### src/rtl/etapa_id_ex_pkg.sv
// Shared widths and encodings for the ID/EX boundary stage.
`timescale 1ns/1ps
package etapa_id_ex_pkg;

  localparam int BITS_REGISTROS = 32;
  localparam int BITS_ADDRESS   = 5;
  localparam int BITS_CONTADOR  = 16;

  typedef enum logic [1:0] {
    FWD_RF  = 2'd0,
    FWD_EX  = 2'd1,
    FWD_MEM = 2'd2,
    FWD_WB  = 2'd3
  } fwd_sel_e;

  typedef enum logic {
    RUN     = 1'b0,
    BURBUJA = 1'b1
  } estado_e;

endpackage

### src/rtl/etapa_id_ex_selector_forwarding.sv
// One operand's forwarding network: source match, EX>MEM>WB>RF priority and data mux.
// With FORWARDING_EN undefined every match becomes a hazard and the register file is always used.
`timescale 1ns/1ps
module selector_forwarding
  import etapa_id_ex_pkg::*;
#(
  parameter int CANTIDAD_BITS_REGISTROS         = BITS_REGISTROS,
  parameter int CANTIDAD_BITS_ADDRESS_REGISTROS = BITS_ADDRESS
) (
  input  logic                                       lee,
  input  logic [CANTIDAD_BITS_ADDRESS_REGISTROS-1:0] fuente,
  input  logic [CANTIDAD_BITS_REGISTROS-1:0]         data_rf,
  input  logic                                       ex_reg_write,
  input  logic                                       ex_mem_read,
  input  logic [CANTIDAD_BITS_ADDRESS_REGISTROS-1:0] ex_rd,
  input  logic [CANTIDAD_BITS_REGISTROS-1:0]         ex_data,
  input  logic                                       mem_reg_write,
  input  logic [CANTIDAD_BITS_ADDRESS_REGISTROS-1:0] mem_rd,
  input  logic [CANTIDAD_BITS_REGISTROS-1:0]         mem_data,
  input  logic                                       wb_reg_write,
  input  logic [CANTIDAD_BITS_ADDRESS_REGISTROS-1:0] wb_rd,
  input  logic [CANTIDAD_BITS_REGISTROS-1:0]         wb_data,
  output logic [CANTIDAD_BITS_REGISTROS-1:0]         data,
  output logic                                       riesgo
);

  logic     fuente_valida;
  logic     match_ex;
  logic     carga_en_ex;
  logic     alu_en_ex;
  logic     match_mem;
  logic     match_wb;
  fwd_sel_e seleccion;

  // Register 0 is hardwired, so it never matches a producer.
  assign fuente_valida = (fuente != '0);
  assign match_ex      = fuente_valida && ex_reg_write  && (ex_rd  == fuente);
  assign match_mem     = fuente_valida && mem_reg_write && (mem_rd == fuente);
  assign match_wb      = fuente_valida && wb_reg_write  && (wb_rd  == fuente);
  assign carga_en_ex   = match_ex &&  ex_mem_read;
  assign alu_en_ex     = match_ex && !ex_mem_read;

`ifdef FORWARDING_EN
  // NOTE: every variable driven in always_comb gets a default first so no latch is inferred.
  always_comb begin
    seleccion = FWD_RF;
    if (alu_en_ex)      seleccion = FWD_EX;
    else if (match_mem) seleccion = FWD_MEM;
    else if (match_wb)  seleccion = FWD_WB;
  end

  // Load data only exists after MEM, so a load in EX can only be waited out.
  assign riesgo = lee && carga_en_ex;
`else
  assign seleccion = FWD_RF;
  assign riesgo    = lee && (carga_en_ex || alu_en_ex || match_mem || match_wb);
`endif

  always_comb begin
    data = data_rf;
    case (seleccion)
      FWD_EX:  data = ex_data;
      FWD_MEM: data = mem_data;
      FWD_WB:  data = wb_data;
      default: data = data_rf;
    endcase
  end

endmodule

### src/rtl/etapa_id_ex.sv
// ID/EX boundary stage: operand forwarding, load-use stall FSM, ID/EX latch, bubble counter.
// Build option FORWARDING_EN enables the EX/MEM/WB bypass; without it every RAW match stalls.
`timescale 1ns/1ps
module etapa_id_ex
  import etapa_id_ex_pkg::*;
#(
  parameter int CANTIDAD_BITS_REGISTROS         = BITS_REGISTROS,
  parameter int CANTIDAD_BITS_ADDRESS_REGISTROS = BITS_ADDRESS,
  parameter int CANTIDAD_BITS_CONTADOR          = BITS_CONTADOR
) (
  input  logic                                       i_clock,
  input  logic                                       i_soft_reset,
  input  logic                                       i_enable_etapa,
  input  logic                                       i_valid,
  input  logic                                       i_flush,
  input  logic [CANTIDAD_BITS_ADDRESS_REGISTROS-1:0] i_rs,
  input  logic [CANTIDAD_BITS_ADDRESS_REGISTROS-1:0] i_rt,
  input  logic                                       i_uses_rt,
  input  logic [CANTIDAD_BITS_ADDRESS_REGISTROS-1:0] i_rd,
  input  logic                                       i_reg_write,
  input  logic                                       i_mem_read,
  input  logic [CANTIDAD_BITS_REGISTROS-1:0]         i_data_A,
  input  logic [CANTIDAD_BITS_REGISTROS-1:0]         i_data_B,
  input  logic [CANTIDAD_BITS_REGISTROS-1:0]         i_imm,
  input  logic                                       i_ex_reg_write,
  input  logic                                       i_ex_mem_read,
  input  logic [CANTIDAD_BITS_ADDRESS_REGISTROS-1:0] i_ex_rd,
  input  logic [CANTIDAD_BITS_REGISTROS-1:0]         i_ex_data,
  input  logic                                       i_mem_reg_write,
  input  logic [CANTIDAD_BITS_ADDRESS_REGISTROS-1:0] i_mem_rd,
  input  logic [CANTIDAD_BITS_REGISTROS-1:0]         i_mem_data,
  input  logic                                       i_wb_reg_write,
  input  logic [CANTIDAD_BITS_ADDRESS_REGISTROS-1:0] i_wb_rd,
  input  logic [CANTIDAD_BITS_REGISTROS-1:0]         i_wb_data,
  output logic                                       o_stall,
  output logic                                       o_valid,
  output logic                                       o_reg_write,
  output logic                                       o_mem_read,
  output logic [CANTIDAD_BITS_ADDRESS_REGISTROS-1:0] o_rd,
  output logic [CANTIDAD_BITS_REGISTROS-1:0]         o_data_A,
  output logic [CANTIDAD_BITS_REGISTROS-1:0]         o_data_B,
  output logic [CANTIDAD_BITS_REGISTROS-1:0]         o_imm,
  output logic [CANTIDAD_BITS_CONTADOR-1:0]          o_contador_burbujas
);

  estado_e                          estado;
  estado_e                          estado_siguiente;
  logic [CANTIDAD_BITS_REGISTROS-1:0] dato_A;
  logic [CANTIDAD_BITS_REGISTROS-1:0] dato_B;
  logic                             riesgo_A;
  logic                             riesgo_B;
  logic                             riesgo;
  logic                             inserta_burbuja;
  logic                             carga_instr;
  logic                             cuenta_burbuja;

  selector_forwarding #(
    .CANTIDAD_BITS_REGISTROS        (CANTIDAD_BITS_REGISTROS),
    .CANTIDAD_BITS_ADDRESS_REGISTROS(CANTIDAD_BITS_ADDRESS_REGISTROS)
  ) u_forwarding_A (
    .lee          (i_valid),
    .fuente       (i_rs),
    .data_rf      (i_data_A),
    .ex_reg_write (i_ex_reg_write),
    .ex_mem_read  (i_ex_mem_read),
    .ex_rd        (i_ex_rd),
    .ex_data      (i_ex_data),
    .mem_reg_write(i_mem_reg_write),
    .mem_rd       (i_mem_rd),
    .mem_data     (i_mem_data),
    .wb_reg_write (i_wb_reg_write),
    .wb_rd        (i_wb_rd),
    .wb_data      (i_wb_data),
    .data         (dato_A),
    .riesgo       (riesgo_A)
  );

  selector_forwarding #(
    .CANTIDAD_BITS_REGISTROS        (CANTIDAD_BITS_REGISTROS),
    .CANTIDAD_BITS_ADDRESS_REGISTROS(CANTIDAD_BITS_ADDRESS_REGISTROS)
  ) u_forwarding_B (
    .lee          (i_valid && i_uses_rt),
    .fuente       (i_rt),
    .data_rf      (i_data_B),
    .ex_reg_write (i_ex_reg_write),
    .ex_mem_read  (i_ex_mem_read),
    .ex_rd        (i_ex_rd),
    .ex_data      (i_ex_data),
    .mem_reg_write(i_mem_reg_write),
    .mem_rd       (i_mem_rd),
    .mem_data     (i_mem_data),
    .wb_reg_write (i_wb_reg_write),
    .wb_rd        (i_wb_rd),
    .wb_data      (i_wb_data),
    .data         (dato_B),
    .riesgo       (riesgo_B)
  );

`ifdef FORWARDING_EN
  // After one bubble the load sits in MEM and is bypassed, so a second bubble is never due.
  assign riesgo = (riesgo_A || riesgo_B) && (estado == RUN);
`else
  assign riesgo = riesgo_A || riesgo_B;
`endif

  // A flush kills the instruction, so its hazard neither stalls nor counts.
  assign inserta_burbuja = riesgo && !i_flush;
  assign o_stall         = i_soft_reset && i_enable_etapa && inserta_burbuja;

  always_comb begin
    estado_siguiente = estado;
    carga_instr      = i_valid && !i_flush && !riesgo;
    cuenta_burbuja   = inserta_burbuja;
    case (estado)
      RUN: begin
        if (inserta_burbuja) estado_siguiente = BURBUJA;
      end
      BURBUJA: begin
`ifdef FORWARDING_EN
        estado_siguiente = RUN;
`else
        estado_siguiente = inserta_burbuja ? BURBUJA : RUN;
`endif
      end
      default: estado_siguiente = RUN;
    endcase
  end

  // NOTE: sequential state uses non-blocking assignments so every flop samples pre-edge values.
  always_ff @(posedge i_clock or negedge i_soft_reset) begin
    // NOTE: only flops with a defined reset value exist here; no memory needs clearing.
    if (!i_soft_reset) begin
      estado              <= RUN;
      o_valid             <= 1'b0;
      o_reg_write         <= 1'b0;
      o_mem_read          <= 1'b0;
      o_rd                <= '0;
      o_data_A            <= '0;
      o_data_B            <= '0;
      o_imm               <= '0;
      o_contador_burbujas <= '0;
    end else if (i_enable_etapa) begin
      estado <= estado_siguiente;
      if (carga_instr) begin
        o_valid     <= 1'b1;
        o_reg_write <= i_reg_write;
        o_mem_read  <= i_mem_read;
        o_rd        <= i_rd;
        o_data_A    <= dato_A;
        o_data_B    <= dato_B;
        o_imm       <= i_imm;
      end else begin
        // Bubble: control cleared, datapath left as it was.
        o_valid     <= 1'b0;
        o_reg_write <= 1'b0;
        o_mem_read  <= 1'b0;
      end
      if (cuenta_burbuja && (o_contador_burbujas != {CANTIDAD_BITS_CONTADOR{1'b1}}))
        o_contador_burbujas <= o_contador_burbujas + 1'b1;
    end
  end

endmodule

### config.mk
export PLATFORM = sky130hd
export DESIGN_NAME = etapa_id_ex
export DESIGN_NICKNAME = d
export VERILOG_FILES = /design/src/rtl/etapa_id_ex_pkg.sv /design/src/rtl/etapa_id_ex_selector_forwarding.sv /design/src/rtl/etapa_id_ex.sv
export SDC_FILE = /design/constraint.sdc
export NUM_CORES = 1
export LEC_CHECK = 0
export CAP_MARGIN = 20
export CORE_AREA = 4 4 137 139
export CTS_CLUSTER_DIAMETER = 60
export DETAILED_ROUTE_END_ITERATION = 8
export DIE_AREA = 0 0 141 143
export PLACE_DENSITY = 0.69
export SLEW_MARGIN = 20
export SYNTH_ARGS = -nofsm -noshare
export SYNTH_HDL_FRONTEND = slang
export SYNTH_SLANG_ARGS = --single-unit
### constraint.sdc
create_clock -name i_clock -period 3.4 [get_ports i_clock]
set_input_delay 0.51 -clock i_clock [delete_from_list [all_inputs] [get_ports i_clock]]
set_output_delay 0.51 -clock i_clock [all_outputs]
set_load 0.01 [all_outputs]
==> results.toml, run 1 <==
[setup_path]
end_kind = "output port"
crit_type = "in2out"
cpPeakStageDelay_ns = 0.58
required_ns = 2.89
path_common_cell = "clkdlybuf4s50_1"
timing.critical_path.buf_inv = 2
critPathMaxFanout = 4
crit_chain = "clkdlybuf4s50_1 -> xor2_1 -> nor4_1 -> nand3_1 -> a31o_2 -> a21oi_1 -> clkdlybuf4s50_1"
crit_family = "buffers and inverters"
startpoint_type = "primary input"
worstPathArrival_ns = 2.70
cp_slowest_cell = "clkdlybuf4s50_1"

[timing]
period_needed_ns = 3.21
slew_headroom = 0.465
finalHoldViolations = 0
tns_ns = 0
tightestPinTransition_ns = 0.803
fin_skew_ns = 0.00544
maxSlewViolCount = 0
fmax_ghz = 0.311
setup_viol = 0
layout_setup_ws_ns = 0.187
finalCritPeriodShare = 0.945
rsz0062_at_grt = "false"

[final_layout]
multi_input_area_um2 = 2180
num-nets-final = 860
syn_to_final_growth_pct = 64.4
layout_commonest_cell = "clkdlybuf4s50_1"
final_cells = 867
antenna_cells = 0
finalCoreUtilization = 0.496
drive_gt1_frac = 0.227
regArea_um2 = 3000
final_cell_mix = "clkdlybuf4s50_1 (256), dfrtp_1 (120), mux2_4 (57)"
fin_area_um2 = 8750
final.fill_count = 1516

[placement]
placed_cells = 834
port_buffers = 257
detailed_place_hpwl_um = 11300
place_worst_setup_slack_ns = 0.178
routabilityCongestion = 0.862
dpl-instance-area_um2 = 8140

[synthesis]
yosysSeqAreaShare = 0.564
syn-num-nets = 591
ys_warn_count = 0
synth_compound_area_frac = 0.0339
synth_fa_ha_area_frac = 0.00235
yosys.area_share.xor_xnor = 0.0740
synth_area_um2 = 5320
synth.avg_cell_area_um2 = 15.0
ys_top_cells_by_area = "dfrtp_1 (56%), mux2_4 (16%), mux2_2 (9.5%), xor2_1 (5.1%), xnor2_1 (2.3%)"
synth-simple-area-share = 0.0425
syn-instance-count = 356
synthMuxAreaShare = 0.256
yosys.area.top_type_share = 0.564
synth_top_area_cell = "dfrtp_1"
synth_cell_types = 32
synth_top_family_by_area = "multiplexers"
ys_seq_elements = 120

[cts]
post-cts-setup-buffer-count = 0
clock_sinks = 120
clock_path_buffers = 2
cts-root-buf = "clkbuf_16"
path_clk_slew_ns = 0.05
htree_levels = 4
numCtsBuffers = 17
clk_latency_ns = 0.40
cts_tree = "yes"

[floorplanning]
die_height_um = 143
ios = 355
start_util = 0.301
rows = 49
die_area_um2 = 20200
core_um2 = 17700
die_w_um = 141

[pwr]
leakage_nw = 3.86
peakVddDrop_mv = 0.314
powerDensity_nw_per_um2 = 581
p_sw_mw = 1.31
power_frac_seq = 0.368
intPower_mw = 3.78
p_comb_frac = 0.279
swShare = 0.257
clock_power_share = 0.353

[global_route]
grt_max_degree = 66
antenna_found_initial = 1
grt_util_all_layers = 0.145
first_global_vias = 4349
grt-ovfl-total = 0
grt_first_pass_wirelength_um = 23100

[route]
detail_route.wl_per_cell_um = 17.4
first_pass_iters = 4
vias_per_cell = 4.58
drt-initial-drc-count = 122
ant_nets = 0
route.detailed.drc = 0
totalWireLength_um = 15100
vias = 3969

[status]
status = "finished, final reports clean"

[min_path]
min_path_type = "reg2reg"

[job]
cap_viol_max_count = 0
power groups by stage:
stage	clock network, mW	registers (mW)	logic (mW)
floorplan	0	2.02	0.418
global placement	0	1.88	1.41
detailed placement	0	1.90	1.43
CTS	1.85	1.88	1.44
global route	1.91	1.91	1.50
finish	1.79	1.87	1.42
sequential cells by signal, summed over array words and instances, names as in the netlist:
signal	flops
o_contador_burbujas	16
o_data_A	32
o_data_B	32
o_imm	32
o_mem_read	1
o_rd	5
o_reg_write	1
o_valid	1
worst reg2reg max path, stage by stage, from the launching register on:
cell and delay [ns]:
dfrtp_1 0.41, ha_1 0.24, nand2_1 0.12, nor3_1 0.06, a21bo_2 0.26, nand2b_1 0.26
a2111oi_0 0.48, xor2_1 0.14
final timing paths:
kind | startpoint | endpoint | slack [ns] | depth (start not counted)
max | i_rt[0] | o_stall | 0.19 | 7
min | o_contador_burbujas[15] | o_contador_burbujas[15] | 0.50 | 1
max reg2reg | o_contador_burbujas[0] | o_contador_burbujas[13] | 1.28 | 7
min reg2reg | o_contador_burbujas[15] | o_contador_burbujas[15] | 0.50 | 1
max in group asynchronous | i_soft_reset | o_imm[10] | 1.69 | 3
min in group asynchronous | i_soft_reset | o_data_A[7] | 0.60 | 2
cells by family after synthesis:
family,after synthesis
AND/OR/NAND/NOR,42
AO/OA/AOI/OAI,25
flip-flops,120
adder cells (fa/ha/maj),1
XOR/XNOR,45
multiplexers,102
buffers and inverters,21
metal layers:
| layer | track usage | vias up | wire length [um] |
|---|---|---|---|
| li1 | - | 1801 | - |
| met5 | 0 | - | 13 |
| met4 | 0.0612 | 2 | 312 |
| met3 | 0.0509 | 25 | 1260 |
| met2 | 0.249 | 187 | 7640 |
| met1 | 0.166 | 1954 | 5830 |
metrics by stage:
| stage | total power, mW | hold WS (ns) |
|---|---|---|
| after detailed placement | 3.33 | 0.433 |
| after CTS | 5.17 | 0.493 |
| after floorplan | 2.43 | 0.214 |
| after global routing | 5.32 | 0.514 |
| final | 5.08 | 0.502 |
| after global placement | 3.29 | 0.425 |
cell type report:
class / count / area share
sequential: 120 / 0.343
clock buffer: 19 / 0.0518
tap: 229 / 0.0327
timing repair buffer: 264 / 0.303
clock inverter: 13 / 0.0169
multi-input combinational: 215 / 0.250
inverter: 7 / 0.00300
cells in the mapped netlist:
cell       instances
a2111oi_0          3
a211oi_1          10
a21bo_2            1
a21oi_1            3
a31o_2             1
and2_1             1
and3_1             5
and3b_1            1
buf_2              4
buf_6              8
clkbuf_1           2
dfrtp_1          120
ha_1               1
inv_1              7
mux2_2            45
mux2_4            57
nand2_1           10
nand2b_1           1
nand3_1            9
nand3_2            1
nand4_1            5
nor2_1             2
nor3_1             2
nor4_1             4
o211ai_1           1
o21ai_0            1
o21ai_1            1
o21ai_2            1
o22ai_1            3
or4_1              1
xnor2_1           14
xor2_1            31
timing repair:
item	4_1_cts	5_1_grt
endpoints found under the hold margin	18	0
resized for setup	0	0
hold buffers	1	0
Note: power is estimated with default switching activity, not from simulation.
==> run 2, diff against run 1 <==
- CORE_AREA: 4 4 137 139 -> 4 4 135 137
- CTS_BUF_LIST: not set -> sky130_fd_sc_hd__clkbuf_8
- DIE_AREA: 0 0 141 143 -> 0 0 139 141
- PLACE_DENSITY: 0.69 -> 0.71
- SKIP_CTS_REPAIR_TIMING: not set -> 1
==> run 2 against run 1 <==
Total power down 11%. Register-to-register slack got worse by 0.03 ns. Clock-buffer cell count unchanged. Utilization increased by 0.48 points. Clock skew rose by 0.0051 ns. Via count decreased by 1.6%. First-iteration DRC count shrank 5.7%. Final area fell by 2.5%. Maximum frequency rose by 2.4%. Non-clock buffer count up 1. Critical path depth unchanged. Cell count decreased by 0.35%. Largest cell class unchanged. Highest routed layer is now met4.
==> results.toml, run 2 (synthesized netlist as in run 1, its figures left out) <==
[global_route]
first_global_vias = 4381
grt_first_pass_wirelength_um = 24100
grt_max_degree = 61
antenna_found_initial = 0
grt-ovfl-total = 0
grt_util_all_layers = 0.155

[min_path]
min_path_type = "reg2reg"

[pwr]
p_comb_frac = 0.315
leakage_nw = 3.75
peakVddDrop_mv = 0.226
fin_total_pwr_mw = 4.51
powerDensity_nw_per_um2 = 528
p_sw_mw = 1.24
swShare = 0.274
intPower_mw = 3.27
clock_power_share = 0.270
power_frac_seq = 0.414

[timing]
fin_skew_ns = 0.0105
finalCritPeriodShare = 0.923
tightestPinTransition_ns = 0.751
rsz0062_at_grt = "false"
period_needed_ns = 3.14
maxSlewViolCount = 0
fmax_ghz = 0.319
layout_setup_ws_ns = 0.261
setup_viol = 0
finalHoldViolations = 0
slew_headroom = 0.500
tns_ns = 0

[setup_path]
reg2reg_from = "o_contador_burbujas[0]"
startpoint_type = "primary input"
cpPeakStageDelay_ns = 0.59
end_kind = "output port"
rr_worst_depth = 7
path_common_cell = "clkdlybuf4s50_1"
crit_chain = "clkdlybuf4s50_1 -> xor2_1 -> nor4_1 -> nand3_1 -> a31o_2 -> a21oi_1 -> clkdlybuf4s50_1"
critPathMaxFanout = 4
reg2reg_slack_ns = 1.25
worstPathArrival_ns = 2.63
cp_slowest_cell = "clkdlybuf4s50_1"
endpoint = "o_stall"
required_ns = 2.89
r2r_end = "o_contador_burbujas[13]"
crit_type = "in2out"
startpoint = "i_rt[0]"

[floorplanning]
die_area_um2 = 19600
start_util = 0.312
die_height_um = 141
core_um2 = 17100
rows = 48
die_w_um = 139
ios = 355

[job]
cap_viol_max_count = 0

[route]
vias = 3907
first_pass_iters = 4
ant_nets = 0
drt-initial-drc-count = 115
route.detailed.drc = 0
vias_per_cell = 4.52
totalWireLength_um = 15000
detail_route.wl_per_cell_um = 17.4

[cts]
htree_levels = 4
clk_latency_ns = 0.41
clock_path_buffers = 2
numCtsBuffers = 17
cts-root-buf = "clkbuf_8"
path_clk_slew_ns = 0.06
clock_sinks = 120
cts_tree = "yes"

[final_layout]
final_cell_mix = "clkdlybuf4s50_1 (256), dfrtp_1 (120), mux2_4 (57)"
finalCoreUtilization = 0.500
num-nets-final = 861
reg_top3 = "o_data_A: 32 flops, o_data_B: 32 flops, o_imm: 32 flops"
final.fill_count = 1491
antenna_cells = 0
drive_gt1_frac = 0.228
layout_commonest_cell = "clkdlybuf4s50_1"
syn_to_final_growth_pct = 60.3

[placement]
place_worst_setup_slack_ns = 0.233
port_buffers = 257
detailed_place_hpwl_um = 11400
routabilityCongestion = 0.886

[status]
status = "finished, final reports clean"
[run 2: cell count changes in the layout (fill, tap and decap cells not counted)]
| cell | delta |
|---|---|
| buf_4 | +1 |
| bufinv_16 | -1 |
| clkinv_4 | -4 |
| inv_8 | -1 |
| clkbuf_8 | +17 |
| clkinvlp_4 | +3 |
| clkbuf_16 | -17 |
| inv_6 | +3 |
[run 2: power groups by stage]
stage          Combinational (mW)  Clock (mW)  Sequential [mW]
2_1_floorplan               0.418           0             2.02
3_3_place_gp                 1.42           0             1.88
3_5_place_dp                 1.43           0             1.90
4_1_cts                      1.44        1.27             1.87
5_1_grt                      1.51        1.34             1.91
6_report                     1.42        1.22             1.87
[run 2: worst min path at each step]
stage,start,end,cells after the start
2_1_floorplan,i_soft_reset,o_contador_burbujas[0],0
3_3_place_gp,i_soft_reset,o_imm[26],1
3_5_place_dp,i_soft_reset,o_imm[26],1
4_1_cts,i_soft_reset,o_imm[0],1
5_1_grt,i_soft_reset,o_imm[26],2
6_report,o_contador_burbujas[15],o_contador_burbujas[15],1
[run 2: through the flow]
stage,area [um2],cells,hold slack (ns)
4_1_cts,8520,863,-0.0347
2_1_floorplan,5320,356,0.214
3_5_place_dp,8140,831,0.439
6_report,8530,864,0.502
5_1_grt,8530,864,0.509
3_3_place_gp,8140,831,0.431
[run 2: area by class of cell]
| type | count | area, um2 | share of cell area |
|---|---|---|---|
| timing repair buffer | 265 | 2660 | 0.311 |
| clock inverter | 13 | 120 | 0.0141 |
| clock buffer | 19 | 262 | 0.0306 |
| inverter | 7 | 26.3 | 0.00308 |
| sequential | 120 | 3000 | 0.352 |
| multi-input combinational | 215 | 2180 | 0.256 |
| tap | 225 | 282 | 0.0330 |
[run 2: metal layers]
layer / vias to the layer above / wire (um) / track usage
met5: - / 0 / 0
met4: 0 / 386 / 0.0628
met3: 24 / 1230 / 0.0577
met2: 190 / 7070 / 0.248
met1: 1889 / 6350 / 0.191
li1: 1804 / - / -
[run 2: critical path: cells and delay by family]
kind                      cells  cell delay (ns)
and+or+nand+nor               2             0.41
AOI/OAI and AO/OA             2             0.39
buffers and inverters         2             1.12
xor gates and xnor gates      1             0.20
==> run 3, diff against run 2 <==
- CORE_AREA: 4 4 135 137 -> 4 4 137 139
- DIE_AREA: 0 0 139 141 -> 0 0 141 143
- PLACE_DENSITY: 0.71 -> 0.69
- clock period: 3.4 -> 3.5 ns (I/O delays scaled with it)
==> run 3 against run 2 <==
Final area is 0.94% higher. Global-route usage shrank 0.67 points. Wire length rose by 0.55%. Clock-buffer cell count is 1 lower. Largest cell class unchanged. Total power is 1.2% lower. Clock skew about the same. Register-to-register slack improved by 0.22 ns. Non-clock buffer count grew 5. First-iteration DRC count decreased by 20%. Critical path depth unchanged. Flip-flop and latch count stayed put. Clock power up 3%.
==> results.toml, run 3 (synthesized netlist as in run 1, its figures left out) <==
[setup_path]
cpPeakStageDelay_ns = 0.58
critPathMaxFanout = 4
end_kind = "output port"
path_common_cell = "clkdlybuf4s50_1"
startpoint_type = "primary input"
crit_chain = "clkdlybuf4s50_1 -> xor2_1 -> nor4_1 -> nand3_1 -> a31o_2 -> a21oi_1 -> clkdlybuf4s50_1"
rr_worst_depth = 7
cp_slowest_cell = "clkdlybuf4s50_1"
worstPathArrival_ns = 2.66
required_ns = 2.97
r2r_end = "o_contador_burbujas[13]"
reg2reg_from = "o_contador_burbujas[0]"
reg2reg_slack_ns = 1.47
crit_type = "in2out"

[route]
vias_per_cell = 4.51
route.detailed.drc = 0
wl_met2_um = 7410
dr_wl_met3_um = 1350
ant_nets = 0
detail_route.wl_per_cell_um = 17.3
first_pass_iters = 4
highest_layer = "met4"
vias = 3939
m1WireLength_um = 6090
drt-initial-drc-count = 92
totalWireLength_um = 15100

[global_route]
grt_first_pass_wirelength_um = 23300
antenna_found_initial = 0
grt_max_degree = 66
grt-ovfl-total = 0
grt_util_all_layers = 0.148
first_global_vias = 4278

[floorplanning]
core_um2 = 17700
die_w_um = 141
die_height_um = 143
ios = 355
die_area_um2 = 20200
rows = 49
start_util = 0.301

[pwr]
swShare = 0.274
powerDensity_nw_per_um2 = 517
intPower_mw = 3.23
power_frac_seq = 0.408
clock_power_share = 0.282
leakage_nw = 3.79
p_comb_frac = 0.310
p_sw_mw = 1.22
peakVddDrop_mv = 0.221

[timing]
setup_viol = 0
finalCritPeriodShare = 0.910
slew_headroom = 0.461
tightestPinTransition_ns = 0.808
tns_ns = 0
rsz0062_at_grt = "false"
maxSlewViolCount = 0
fmax_ghz = 0.314
period_needed_ns = 3.18
fin_skew_ns = 0.0110
finalHoldViolations = 0

[final_layout]
fin_area_um2 = 8610
regArea_um2 = 3000
syn_to_final_growth_pct = 61.8
num-nets-final = 866
finalCoreUtilization = 0.488
final_cell_mix = "clkdlybuf4s50_1 (256), dfrtp_1 (120), mux2_4 (57)"
multi_input_area_um2 = 2180
antenna_cells = 0
final_cells = 873
reg_top3 = "o_data_A: 32 flops, o_data_B: 32 flops, o_imm: 32 flops"
drive_gt1_frac = 0.234
layout_commonest_cell = "clkdlybuf4s50_1"
final.fill_count = 1546

[min_path]
min_to = "o_contador_burbujas[15]"
min_path_type = "reg2reg"
hold_path_depth = 1
hp-start = "o_contador_burbujas[15]"

[cts]
cts_tree = "yes"
htree_levels = 4
numCtsBuffers = 17
clk_latency_ns = 0.43
path_clk_slew_ns = 0.07
cts-root-buf = "clkbuf_8"
clock_sinks = 120
clock_path_buffers = 2

[status]
status = "finished, final reports clean"

[placement]
placed_cells = 840
port_buffers = 257
detailed_place_hpwl_um = 11300
routabilityCongestion = 0.863
dpl-instance-area_um2 = 8210

[job]
cap_viol_max_count = 0
## run 3: changes by cell type in the layout (fill, tap and decap cells not counted)
cell       change
clkinv_2       +1
bufinv_16      +1
clkbuf_8       -1
buf_12         +2
clkinv_4       -1
buf_4          +3
## run 3: final cells by class
cell class                 count  area share
clock buffer                  18      0.0288
clock inverter                14      0.0170
sequential                   120       0.349
inverter                       7     0.00305
multi-input combinational    215       0.253
timing repair buffer         270       0.316
tap                          229      0.0333
## run 3: layer usage
layer	global-route usage	up-vias
li1	-	1811
met1	0.172	1922
met2	0.248	188
met3	0.0553	18
met4	0.0632	0
met5	0	-
## run 3: metrics by stage
| stage | total power [mW] | worst slack (ns) | hold slack [ns] |
|---|---|---|---|
| after floorplan | 2.37 | 1.17 | 0.229 |
| after global placement | 3.20 | 0.274 | 0.440 |
| after detailed placement | 3.24 | 0.294 | 0.449 |
| after CTS | 4.53 | 0.306 | -0.0508 |
| after global routing | 4.68 | 0.184 | 0.523 |
| final | 4.45 | 0.317 | 0.499 |
## run 3: worst max-delay path: cells and delay by family
family	cells	cell delay, ns
AO/OA/AOI/OAI	2	0.43
XOR/XNOR	1	0.20
AND/OR/NAND/NOR	2	0.41
buffers and inverters	2	1.10
## run 3: worst max path at each step
stage	start	endpoint	cells past startpoint	slack, ns
after floorplan	i_mem_rd[2]	o_stall	7	1.17
after global placement	i_rt[4]	o_stall	7	0.27
after detailed placement	i_rt[1]	o_data_A[22]	7	0.29
after CTS	i_rt[4]	o_stall	7	0.31
after global routing	i_rt[4]	o_stall	7	0.18
final	i_rt[4]	o_stall	7	0.32
## run 3: power groups by stage
stage | clock [mW] | combinational [mW] | sequential [mW]
final | 1.26 | 1.38 | 1.82
after floorplan | 0 | 0.406 | 1.96
after detailed placement | 0 | 1.39 | 1.84
after global placement | 0 | 1.38 | 1.83
after CTS | 1.31 | 1.40 | 1.82
after global routing | 1.36 | 1.46 | 1.85
